--- src/rtl/note_recorder_if.sv ---
// Bundles the keyboard-side event inputs and the playback/status outputs of note_recorder.
interface note_recorder_if #(
  parameter int DEPTH = 16
);
  localparam int CW = $clog2(DEPTH) + 1;

  logic          record_en;
  logic          play_start;
  logic          play_stop;
  logic          key_press;
  logic          key_release;
  logic [3:0]    note_in;
  logic [1:0]    octave_in;
  logic [3:0]    play_note;
  logic [1:0]    play_octave;
  logic          play_strobe;
  logic          play_valid;
  logic          recording;
  logic          playing;
  logic [CW-1:0] count;
  logic          full;

  modport master (
    output record_en, play_start, play_stop, key_press, key_release, note_in, octave_in,
    input  play_note, play_octave, play_strobe, play_valid, recording, playing, count, full
  );

  modport slave (
    input  record_en, play_start, play_stop, key_press, key_release, note_in, octave_in,
    output play_note, play_octave, play_strobe, play_valid, recording, playing, count, full
  );
endinterface

--- src/rtl/note_recorder.sv ---
// Records keyboard note events with held durations into a small buffer and replays them.
// Define NOTE_RECORDER_LOOP_EN to make playback wrap to entry 0 until stopped.
module note_recorder #(
  parameter int TICK_DIV = 500000,
  parameter int DEPTH    = 16,
  parameter int DUR_W    = 8
) (
  input logic           clk,
  input logic           reset,
  note_recorder_if.slave bus
);
  localparam int AW = $clog2(DEPTH);
  localparam int CW = AW + 1;
  localparam int PW = (TICK_DIV > 1) ? $clog2(TICK_DIV) : 1;
  localparam int EW = 6 + DUR_W;

  localparam logic [PW-1:0]    PRE_LAST  = PW'(TICK_DIV - 1);
  localparam logic [DUR_W-1:0] DUR_MAX   = '1;
  localparam logic [DUR_W-1:0] DUR_ONE   = DUR_W'(1);
  localparam logic [CW-1:0]    CNT_DEPTH = CW'(DEPTH);

`ifdef NOTE_RECORDER_LOOP_EN
  localparam bit LOOP_EN = 1'b1;
`else
  localparam bit LOOP_EN = 1'b0;
`endif

  typedef enum logic [2:0] {
    IDLE,
    REC_IDLE,
    REC_HOLD,
    PLAY_LOAD,
    PLAY_HOLD
  } state_t;

  state_t state, state_nx;

  logic [EW-1:0]    mem [DEPTH];
  logic [EW-1:0]    rd_entry;
  logic             record_en_q;
  logic [CW-1:0]    count_q;
  logic [CW-1:0]    ptr_q;
  logic [CW-1:0]    ptr_inc;
  logic [PW-1:0]    pre_q;
  logic [DUR_W-1:0] dur_q;
  logic [3:0]       note_q;
  logic [1:0]       octave_q;
  logic [3:0]       play_note_q;
  logic [1:0]       play_octave_q;
  logic             play_strobe_q;

  logic             tick_wrap;
  logic [DUR_W-1:0] dur_inc;
  logic [DUR_W-1:0] dur_wr;
  logic             is_full;
  logic             full_after_wr;
  logic             hold_done;
  logic             last_entry;

  logic wr_en;
  logic open_note;
  logic clear_count;
  logic start_play;
  logic load_entry;
  logic advance;

  assign tick_wrap     = (pre_q == PRE_LAST);
  assign is_full       = (count_q == CNT_DEPTH);
  assign full_after_wr = (count_q == CNT_DEPTH - CW'(1));
  assign ptr_inc       = ptr_q + CW'(1);
  assign last_entry    = (ptr_inc == count_q);
  assign hold_done     = tick_wrap && (dur_q <= DUR_ONE);
  assign rd_entry      = mem[ptr_q[AW-1:0]];

  // The cycle that sees the release still counts toward the held time.
  assign dur_inc = (tick_wrap && dur_q != DUR_MAX) ? dur_q + DUR_ONE : dur_q;
  assign dur_wr  = (dur_inc == '0) ? DUR_ONE : dur_inc;

  always_ff @(posedge clk) begin
    if (reset) begin
      state <= IDLE;
    end else begin
      state <= state_nx;
    end
  end

  always_comb begin
    state_nx    = state;
    wr_en       = 1'b0;
    open_note   = 1'b0;
    clear_count = 1'b0;
    start_play  = 1'b0;
    load_entry  = 1'b0;
    advance     = 1'b0;
    case (state)
      IDLE: begin
        if (bus.record_en && !record_en_q) begin
          state_nx    = REC_IDLE;
          clear_count = 1'b1;
        end else if (bus.play_start && !bus.record_en && count_q != '0) begin
          state_nx   = PLAY_LOAD;
          start_play = 1'b1;
        end
      end
      REC_IDLE: begin
        if (!bus.record_en) begin
          state_nx = IDLE;
        end else if (bus.key_press && !is_full) begin
          state_nx  = REC_HOLD;
          open_note = 1'b1;
        end
      end
      REC_HOLD: begin
        if (!bus.record_en) begin
          wr_en    = 1'b1;
          state_nx = IDLE;
        end else if (bus.key_press) begin
          wr_en = 1'b1;
          if (!full_after_wr) begin
            open_note = 1'b1;
          end else begin
            state_nx = REC_IDLE;
          end
        end else if (bus.key_release) begin
          wr_en    = 1'b1;
          state_nx = REC_IDLE;
        end
      end
      PLAY_LOAD: begin
        if (bus.play_stop || (LOOP_EN && bus.record_en)) begin
          state_nx = IDLE;
        end else begin
          load_entry = 1'b1;
          state_nx   = PLAY_HOLD;
        end
      end
      PLAY_HOLD: begin
        if (bus.play_stop || (LOOP_EN && bus.record_en)) begin
          state_nx = IDLE;
        end else if (hold_done) begin
          advance  = 1'b1;
          state_nx = (last_entry && !LOOP_EN) ? IDLE : PLAY_LOAD;
        end
      end
      default: state_nx = IDLE;
    endcase
  end

  always_ff @(posedge clk) begin
    if (wr_en) begin
      mem[count_q[AW-1:0]] <= {note_q, octave_q, dur_wr};
    end
  end

  // The prescaler and duration counter are shared: they count up while recording
  // and count the remaining ticks down while an entry plays.
  always_ff @(posedge clk) begin
    if (reset) begin
      record_en_q   <= 1'b0;
      count_q       <= '0;
      ptr_q         <= '0;
      pre_q         <= '0;
      dur_q         <= '0;
      note_q        <= '0;
      octave_q      <= '0;
      play_note_q   <= '0;
      play_octave_q <= '0;
      play_strobe_q <= 1'b0;
    end else begin
      record_en_q   <= bus.record_en;
      play_strobe_q <= load_entry;

      if (clear_count) begin
        count_q <= '0;
      end else if (wr_en) begin
        count_q <= count_q + CW'(1);
      end

      if (open_note) begin
        note_q   <= bus.note_in;
        octave_q <= bus.octave_in;
        pre_q    <= '0;
        dur_q    <= '0;
      end else if (state == REC_HOLD) begin
        pre_q <= tick_wrap ? '0 : pre_q + PW'(1);
        dur_q <= dur_inc;
      end else if (load_entry) begin
        play_note_q   <= rd_entry[EW-1 -: 4];
        play_octave_q <= rd_entry[DUR_W+1 -: 2];
        dur_q         <= rd_entry[DUR_W-1:0];
        pre_q         <= '0;
      end else if (state == PLAY_HOLD) begin
        pre_q <= tick_wrap ? '0 : pre_q + PW'(1);
        if (tick_wrap) begin
          dur_q <= dur_q - DUR_ONE;
        end
      end

      if (start_play) begin
        ptr_q <= '0;
      end else if (advance) begin
        ptr_q <= last_entry ? '0 : ptr_inc;
      end
    end
  end

  assign bus.play_note   = play_note_q;
  assign bus.play_octave = play_octave_q;
  assign bus.play_strobe = play_strobe_q;
  assign bus.play_valid  = (state == PLAY_HOLD);
  assign bus.recording   = (state == REC_IDLE) || (state == REC_HOLD);
  assign bus.playing     = (state == PLAY_LOAD) || (state == PLAY_HOLD);
  assign bus.count       = count_q;
  assign bus.full        = is_full;
endmodule

--- src/flat_wrapper.sv ---
// flat-port wrapper written by rule: the top's interface ports become plain ports
module note_recorder_flat 
#(
  parameter int TICK_DIV = 500000,
  parameter int DEPTH    = 16,
  parameter int DUR_W    = 8
)
  (clk, reset, bus_record_en, bus_play_start, bus_play_stop, bus_key_press, bus_key_release, bus_note_in, bus_octave_in, bus_play_note, bus_play_octave, bus_play_strobe, bus_play_valid, bus_recording, bus_playing, bus_count, bus_full);
  note_recorder_if #(.DEPTH(DEPTH)) bus_i ();
  input logic clk;
  input logic reset;
  input wire logic [$bits(bus_i.record_en)-1:0] bus_record_en;
  input wire logic [$bits(bus_i.play_start)-1:0] bus_play_start;
  input wire logic [$bits(bus_i.play_stop)-1:0] bus_play_stop;
  input wire logic [$bits(bus_i.key_press)-1:0] bus_key_press;
  input wire logic [$bits(bus_i.key_release)-1:0] bus_key_release;
  input wire logic [$bits(bus_i.note_in)-1:0] bus_note_in;
  input wire logic [$bits(bus_i.octave_in)-1:0] bus_octave_in;
  output wire logic [$bits(bus_i.play_note)-1:0] bus_play_note;
  output wire logic [$bits(bus_i.play_octave)-1:0] bus_play_octave;
  output wire logic [$bits(bus_i.play_strobe)-1:0] bus_play_strobe;
  output wire logic [$bits(bus_i.play_valid)-1:0] bus_play_valid;
  output wire logic [$bits(bus_i.recording)-1:0] bus_recording;
  output wire logic [$bits(bus_i.playing)-1:0] bus_playing;
  output wire logic [$bits(bus_i.count)-1:0] bus_count;
  output wire logic [$bits(bus_i.full)-1:0] bus_full;
  assign bus_i.record_en = bus_record_en;
  assign bus_i.play_start = bus_play_start;
  assign bus_i.play_stop = bus_play_stop;
  assign bus_i.key_press = bus_key_press;
  assign bus_i.key_release = bus_key_release;
  assign bus_i.note_in = bus_note_in;
  assign bus_i.octave_in = bus_octave_in;
  assign bus_play_note = bus_i.play_note;
  assign bus_play_octave = bus_i.play_octave;
  assign bus_play_strobe = bus_i.play_strobe;
  assign bus_play_valid = bus_i.play_valid;
  assign bus_recording = bus_i.recording;
  assign bus_playing = bus_i.playing;
  assign bus_count = bus_i.count;
  assign bus_full = bus_i.full;
  note_recorder #(.TICK_DIV(TICK_DIV), .DEPTH(DEPTH), .DUR_W(DUR_W)) u_core (.clk(clk), .reset(reset), .bus(bus_i));
endmodule
--- config.mk ---
export PLATFORM = sky130hd
export DESIGN_NAME = note_recorder_flat
export DESIGN_NICKNAME = d
export VERILOG_FILES = /design/src/rtl/note_recorder_if.sv /design/src/rtl/note_recorder.sv /design/src/flat_wrapper.sv
export SDC_FILE = /design/constraint.sdc
export NUM_CORES = 1
export LEC_CHECK = 0
export ABC_AREA = 1
export BUFFER_PORTS_ARGS = -buffer_cell sky130_fd_sc_hd__clkbuf_2
export CORE_AREA = 2 2 162 196
export CTS_BUF_LIST = sky130_fd_sc_hd__clkbuf_16
export DETAILED_ROUTE_END_ITERATION = 10
export DIE_AREA = 0 0 164 198
export GPL_TIMING_DRIVEN = 0
export PLACE_DENSITY = 0.58
export SYNTH_ARGS = -nofsm -noshare
export SYNTH_HDL_FRONTEND = slang
export SYNTH_SLANG_ARGS = --single-unit
--- constraint.sdc ---
create_clock -name clk -period 2.65 [get_ports clk]
set_clock_uncertainty 0.15 [all_clocks]
set_input_delay 0.265 -clock clk [delete_from_list [all_inputs] [get_ports clk]]
set_output_delay 0.265 -clock clk [all_outputs]
set_load 0.02 [all_outputs]
==> results of run 1 <==
## worst max-delay path, stage by stage, from the launching register on
cell and delay, ps:
dfxtp_1 340, clkbuf_1 510, clkbuf_1 640, o211ai_1 300
nand3_1 150, nand3_1 170, nand3_1 130, a21oi_1 60
## worst paths after layout
check / slack, ps / from / to / cells past startpoint
max: 70 / flip-flop / u_core.dur_q[1] / 7
min: 50 / bus_key_release / u_core.state[1] / 4
min reg2reg: 290 / u_core.pre_q[17] / u_core.pre_q[17] / 2
max reg2reg: 70 / flip-flop / u_core.dur_q[1] / 7
## registers in the layout (all words and copies together), names as in the netlist, named ones only
signal and cells:
u_core.mem 224, u_core.pre_q 19, u_core.dur_q 8, u_core.bus.count 5
u_core.ptr_q 5, u_core.bus.play_note 4, u_core.note_q 4, u_core.state 3
u_core.bus.play_octave 2, u_core.octave_q 2, u_core.bus.play_strobe 1, u_core.record_en_q 1
## per-layer routing
| layer | vias to the layer above | wire (um) | track usage [%] |
|---|---|---|---|
| met1 | 4286 | 13600 | 25.88 |
| met4 | 0 | 1100 | 7.602 |
| met2 | 255 | 17100 | 38.08 |
| met3 | 73 | 1767 | 2.639 |
| li1 | 4387 | - | - |
| met5 | - | 0 | 0 |
## through the flow
stage / instances / setup TNS [ps]
2_1_floorplan: 1213 / 0
3_3_place_gp: 1642 / -86400
3_5_place_dp: 1657 / -993.0
4_1_cts: 1723 / 0
5_1_grt: 1723 / 0
6_report: 1723 / 0
## cell type report
| cell class | instances | area, sq um | share of cell area [%] |
|---|---|---|---|
| Buffer | 53 | 241.5 | 1.675 |
| Clock buffer | 31 | 775.7 | 5.381 |
| Clock inverter | 25 | 185.2 | 1.284 |
| Inverter | 85 | 334.1 | 2.317 |
| Multi-Input combinational cell | 793 | 4004 | 27.77 |
| Sequential cell | 282 | 7889 | 54.72 |
| Tap cell | 401 | 501.7 | 3.480 |
| Timing Repair Buffer | 53 | 486.7 | 3.376 |
## logic make-up after synthesis
group                      Yosys count  synth area share, %
and+or+nand+nor                    535                18.61
DFF                                282                63.61
AOI/OAI and AO/OA                  234                11.16
adders and majority gates           10                1.009
xor gates and xnor gates            14               0.9888
buffers and inverters              138                4.631
## what timing repair did
action,4_1_cts,5_1_grt
pin swaps,0,0
endpoints found under the setup margin,16,43
endpoints found under the hold margin,13,0
buffers inserted,0,0
hold buffers,10,0
resized for setup,1,7
## power breakdown
| part | total (mW) | switching [mW] | leakage [nW] | internal, mW |
|---|---|---|---|---|
| clock | 4.07 | 1.68 | 0.510 | 2.39 |
| sequential | 5.37 | 0.199 | 2.48 | 5.18 |
| combinational | 1.54 | 1.06 | 2.21 | 0.482 |
## cells in the final DEF (no fill, tap or decap), types with 7 or more instances in the layout
master	instances
xor2_1	8
nand4_1	9
o21ai_0	129
nor2_2	19
buf_2	20
ha_1	10
a21oi_1	32
o211ai_1	51
dfxtp_1	57
nor3_1	7
dlygate4sd3_1	10
inv_1	87
clkinv_1	8
nor2_1	222
edfxtp_1	224
nand3_1	90
buf_8	12
clkbuf_16	31
clkbuf_1	27
nand2_1	164
clkbuf_2	30
==> impl_metrics.json, run 1 <==
{
  "outcome": "completed",
  "worst_pin_slew_ps": 933.0,
  "p_leak_nw": 5.202,
  "synth_ff_type": "edfxtp_1",
  "cts_buffer_depth": 3,
  "arrival_ps": 2880,
  "num_vias": 9001,
  "synth-edff-count": 224,
  "rsz0062_at_grt": "no",
  "final_util_pct": 46.77,
  "htreeDepth": 1,
  "port_buffers": 28,
  "relSlewSlack_pct": 37.74,
  "pin_count": 29,
  "end_kind": "flip-flop",
  "startpoint_type": "flip-flop",
  "fmax_mhz": 387.2,
  "final_area_sq_um": 14420,
  "synthArstFlopShare_pct": 0,
  "drtAntennaViolNets": 0,
  "fin_nets": 1321,
  "syn_inst": 1213,
  "finalHoldViolCount": 0,
  "cts_tree": "yes",
  "antenna_found_initial": 0,
  "slew_viol_final": 0,
  "power_mw": 10.98,
  "synthToLayoutAreaGrowth_pct": 16.26,
  "synth.largest_area_cell": "edfxtp_1",
  "drt-initial-drc-count": 813,
  "synth_commonest_cells": "239 x nor2_1, 224 x edfxtp_1, 166 x nand2_1",
  "die_w_um": 164,
  "synthTopCellsByArea": "edfxtp_1 54%, dfxtp_1 9.4%, nor2_1 7.2%",
  "synth.most_common_cell": "nor2_1",
  "placed_area_sq_um": 13330,
  "die_h_um": 198,
  "vdd_drop_max_v": 0.0005451,
  "hpwl_mm": 23.23,
  "nFillCells": 2841,
  "grt_max_degree": 18,
  "core_sq_um": 30830,
  "cts_root_buf": "clkbuf_16",
  "numCtsBuffers": 30,
  "routed_via_density": 5.224,
  "path_class": "flip-flop to flip-flop",
  "syn_nets": 1236,
  "powerDensity_nw_per_um2": 761.8,
  "dp_slack_ps": -62.58,
  "dieArea_sq_um": 32470,
  "overflow": 0,
  "ys.warnings.count": 0,
  "wl_mm": 33.57,
  "netlist_area_sq_um": 12400,
  "finalSetupViolations": 0,
  "place_congestion": 0.8306,
  "crit_required_ps": 2950,
  "drtPass1Iterations": 5,
  "diodes": 0,
  "drcViolationCount": 0,
  "syn_avg_cell_area_sq_um": 10.22,
  "grt_usage_pct": 21.14,
  "hold_path_class": "input port to flip-flop",
  "holdWs_ps": 49.21,
  "synth_cell_type_count": 50,
  "grt_pass1_vias": 8935,
  "rows": 71,
  "yosys.area.top_type_share_pct": 54.24,
  "drive_gt1_share_pct": 12.33,
  "routedWlPerCell_um": 19.49,
  "fin_ws_ps": 67.49,
  "ys_seq_area_share_pct": 63.61,
  "cts.sinks": 282,
  "drv_cap": 0,
  "clkLatencyLatePin_ps": 560,
  "crit_fanout": 10,
  "ys_ff_latch": 282,
  "period_share_pct": 97.45,
  "start_util_pct": 40.23,
  "cts.clk_slew.worst_paths_ps": 60,
  "fin_crit_ps": 2583,
  "grt_pass1_wl_mm": 51.34
}
(Power assumes the default switching activity.)
==> inputs of run 2 (changes only) <==
--- a/config.mk
+++ b/config.mk
@@ -8,7 +8,6 @@
 export ABC_AREA = 1
 export BUFFER_PORTS_ARGS = -buffer_cell sky130_fd_sc_hd__clkbuf_2
 export CORE_AREA = 2 2 162 196
-export CTS_BUF_LIST = sky130_fd_sc_hd__clkbuf_16
 export DETAILED_ROUTE_END_ITERATION = 10
 export DIE_AREA = 0 0 164 198
 export GPL_TIMING_DRIVEN = 0
==> run 2 against run 1 <==
Effect of this change: register-to-register slack hardly changed; setup slack worse by 7.9 ps; routed wire length is 0.16% higher; critical path depth stayed put; utilization is 0.065 points higher; final area is 0.14% higher; sequential power hardly changed; critical path type unchanged.
==> impl_metrics.json, run 2 (same netlist as run 1, synthesis figures left out) <==
{
  "outcome": "completed",
  "antenna_found_initial": 0,
  "final_common_cell": "edfxtp_1",
  "wl_mm": 33.63,
  "worst_pin_slew_ps": 900.8,
  "period_share_pct": 97.75,
  "fmax_mhz": 386.0,
  "crit_required_ps": 2950,
  "drive_gt1_share_pct": 12.48,
  "powerDensity_nw_per_um2": 767.1,
  "cts_tree": "yes",
  "drcViolationCount": 0,
  "fin_ws_ps": 59.60,
  "overflow": 0,
  "arrival_ps": 2890,
  "pin_count": 29,
  "final_cell_mix": "224 x edfxtp_1, 222 x nor2_1, 164 x nand2_1",
  "grt_usage_pct": 21.15,
  "cts_setup_buffers": 0,
  "largest_reg_flops": 224,
  "synthToLayoutAreaGrowth_pct": 16.43,
  "cts.clk_slew.worst_paths_ps": 60,
  "port_buffers": 28,
  "drv_cap": 0,
  "reg2reg_slack_ps": 60,
  "min_delay_path_depth": 4,
  "ff2ff_path_depth": 7,
  "startpoint_type": "flip-flop",
  "drt-initial-drc-count": 811,
  "die_h_um": 198,
  "slew_viol_final": 0,
  "grt_pass1_wl_mm": 51.35,
  "finalHoldViolCount": 0,
  "nFillCells": 2838,
  "finalSetupViolations": 0,
  "fin_crit_ps": 2590,
  "fin_nets": 1321,
  "diodes": 0,
  "relSlewSlack_pct": 39.88,
  "clkLatencyLatePin_ps": 560,
  "start_util_pct": 40.23,
  "die_w_um": 164,
  "drtAntennaViolNets": 0,
  "htreeDepth": 1,
  "grt_max_degree": 18,
  "dp_slack_ps": -62.58,
  "p_leak_nw": 5.172,
  "path_class": "flip-flop to flip-flop",
  "grt_pass1_vias": 8943,
  "num_vias": 9016,
  "crit_fanout": 10,
  "cts_root_buf": "clkbuf_16",
  "core_sq_um": 30830,
  "power_mw": 11.08,
  "routed_via_density": 5.233,
  "end_kind": "flip-flop",
  "dieArea_sq_um": 32470,
  "place_congestion": 0.8306,
  "hold_path_class": "input port to flip-flop",
  "hpwl_mm": 23.23,
  "rsz0062_at_grt": "no",
  "cts.sinks": 282,
  "routedWlPerCell_um": 19.52,
  "drtPass1Iterations": 7,
  "numCtsBuffers": 30,
  "rows": 71,
  "vdd_drop_max_v": 0.0005455,
  "cts_buffer_depth": 3
}
-- run 2: cell types whose count changed in the layout (fill, tap and decap cells not counted) --
cell      previous run  this run
inv_1               87        77
clkbuf_8             0         2
clkinv_1             8         6
clkbuf_1            27        37
-- run 2: power breakdown --
group	internal, mW	switching, mW	leakage, nW	total, mW
clock	2.49	1.68	0.479	4.16
sequential	5.18	0.198	2.48	5.37
combinational	0.482	1.05	2.21	1.54
-- run 2: timing repair --
item                                    CTS  global route
gates resized for setup                   1             7
endpoints found under the hold margin    13             0
endpoints found under the setup margin   16            43
pin swaps                                 0             0
hold buffers                             10             0
cloned                                    0             0
-- run 2: area by class of cell --
type                       instances  area [sq um]  area share (%)
clock buffer                      43         840.8           5.824
timing repair buffer              53         486.7           3.371
buffer                            53         241.5           1.673
clock inverter                    13         140.1          0.9706
tap                              401         501.7           3.475
multi-input combinational        793          4004           27.73
sequential                       282          7889           54.64
inverter                          85         334.1           2.314
-- run 2: routing by layer --
metal | up-vias | wire length [um] | track usage, %
met4 | 0 | 1117 | 7.602
met3 | 70 | 1799 | 2.639
met1 | 4292 | 13500 | 25.88
met5 | - | 0 | 0
li1 | 4387 | - | -
met2 | 267 | 17200 | 38.10
-- run 2: worst paths after layout --
path,startpoint,to
max,flip-flop,u_core.dur_q[1]
min,bus_key_release,u_core.state[1]
max reg2reg,flip-flop,u_core.dur_q[1]
min reg2reg,u_core.pre_q[17],u_core.pre_q[17]
-- run 2: critical path: stages, from the launching register on --
cell and delay, ps:
dfxtp_1 350, clkbuf_1 530, clkbuf_1 630, o211ai_1 300, nand3_1 160, nand3_1 170
nand3_1 130, a21oi_1 60
-- run 2: stage by stage --
step                TNS (ps)  util [%]  hold slack (ps)  instance area [sq um]  std cells
finish                     0     46.84            51.32                  14440       1723
global route               0     46.84            83.01                  14440       1723
CTS                        0     46.75            27.72                  14410       1723
detailed placement    -993.0     43.24            284.5                  13330       1657
global placement      -86400     42.31            286.0                  13040       1642
floorplan                  0         -            184.1                  12400       1213
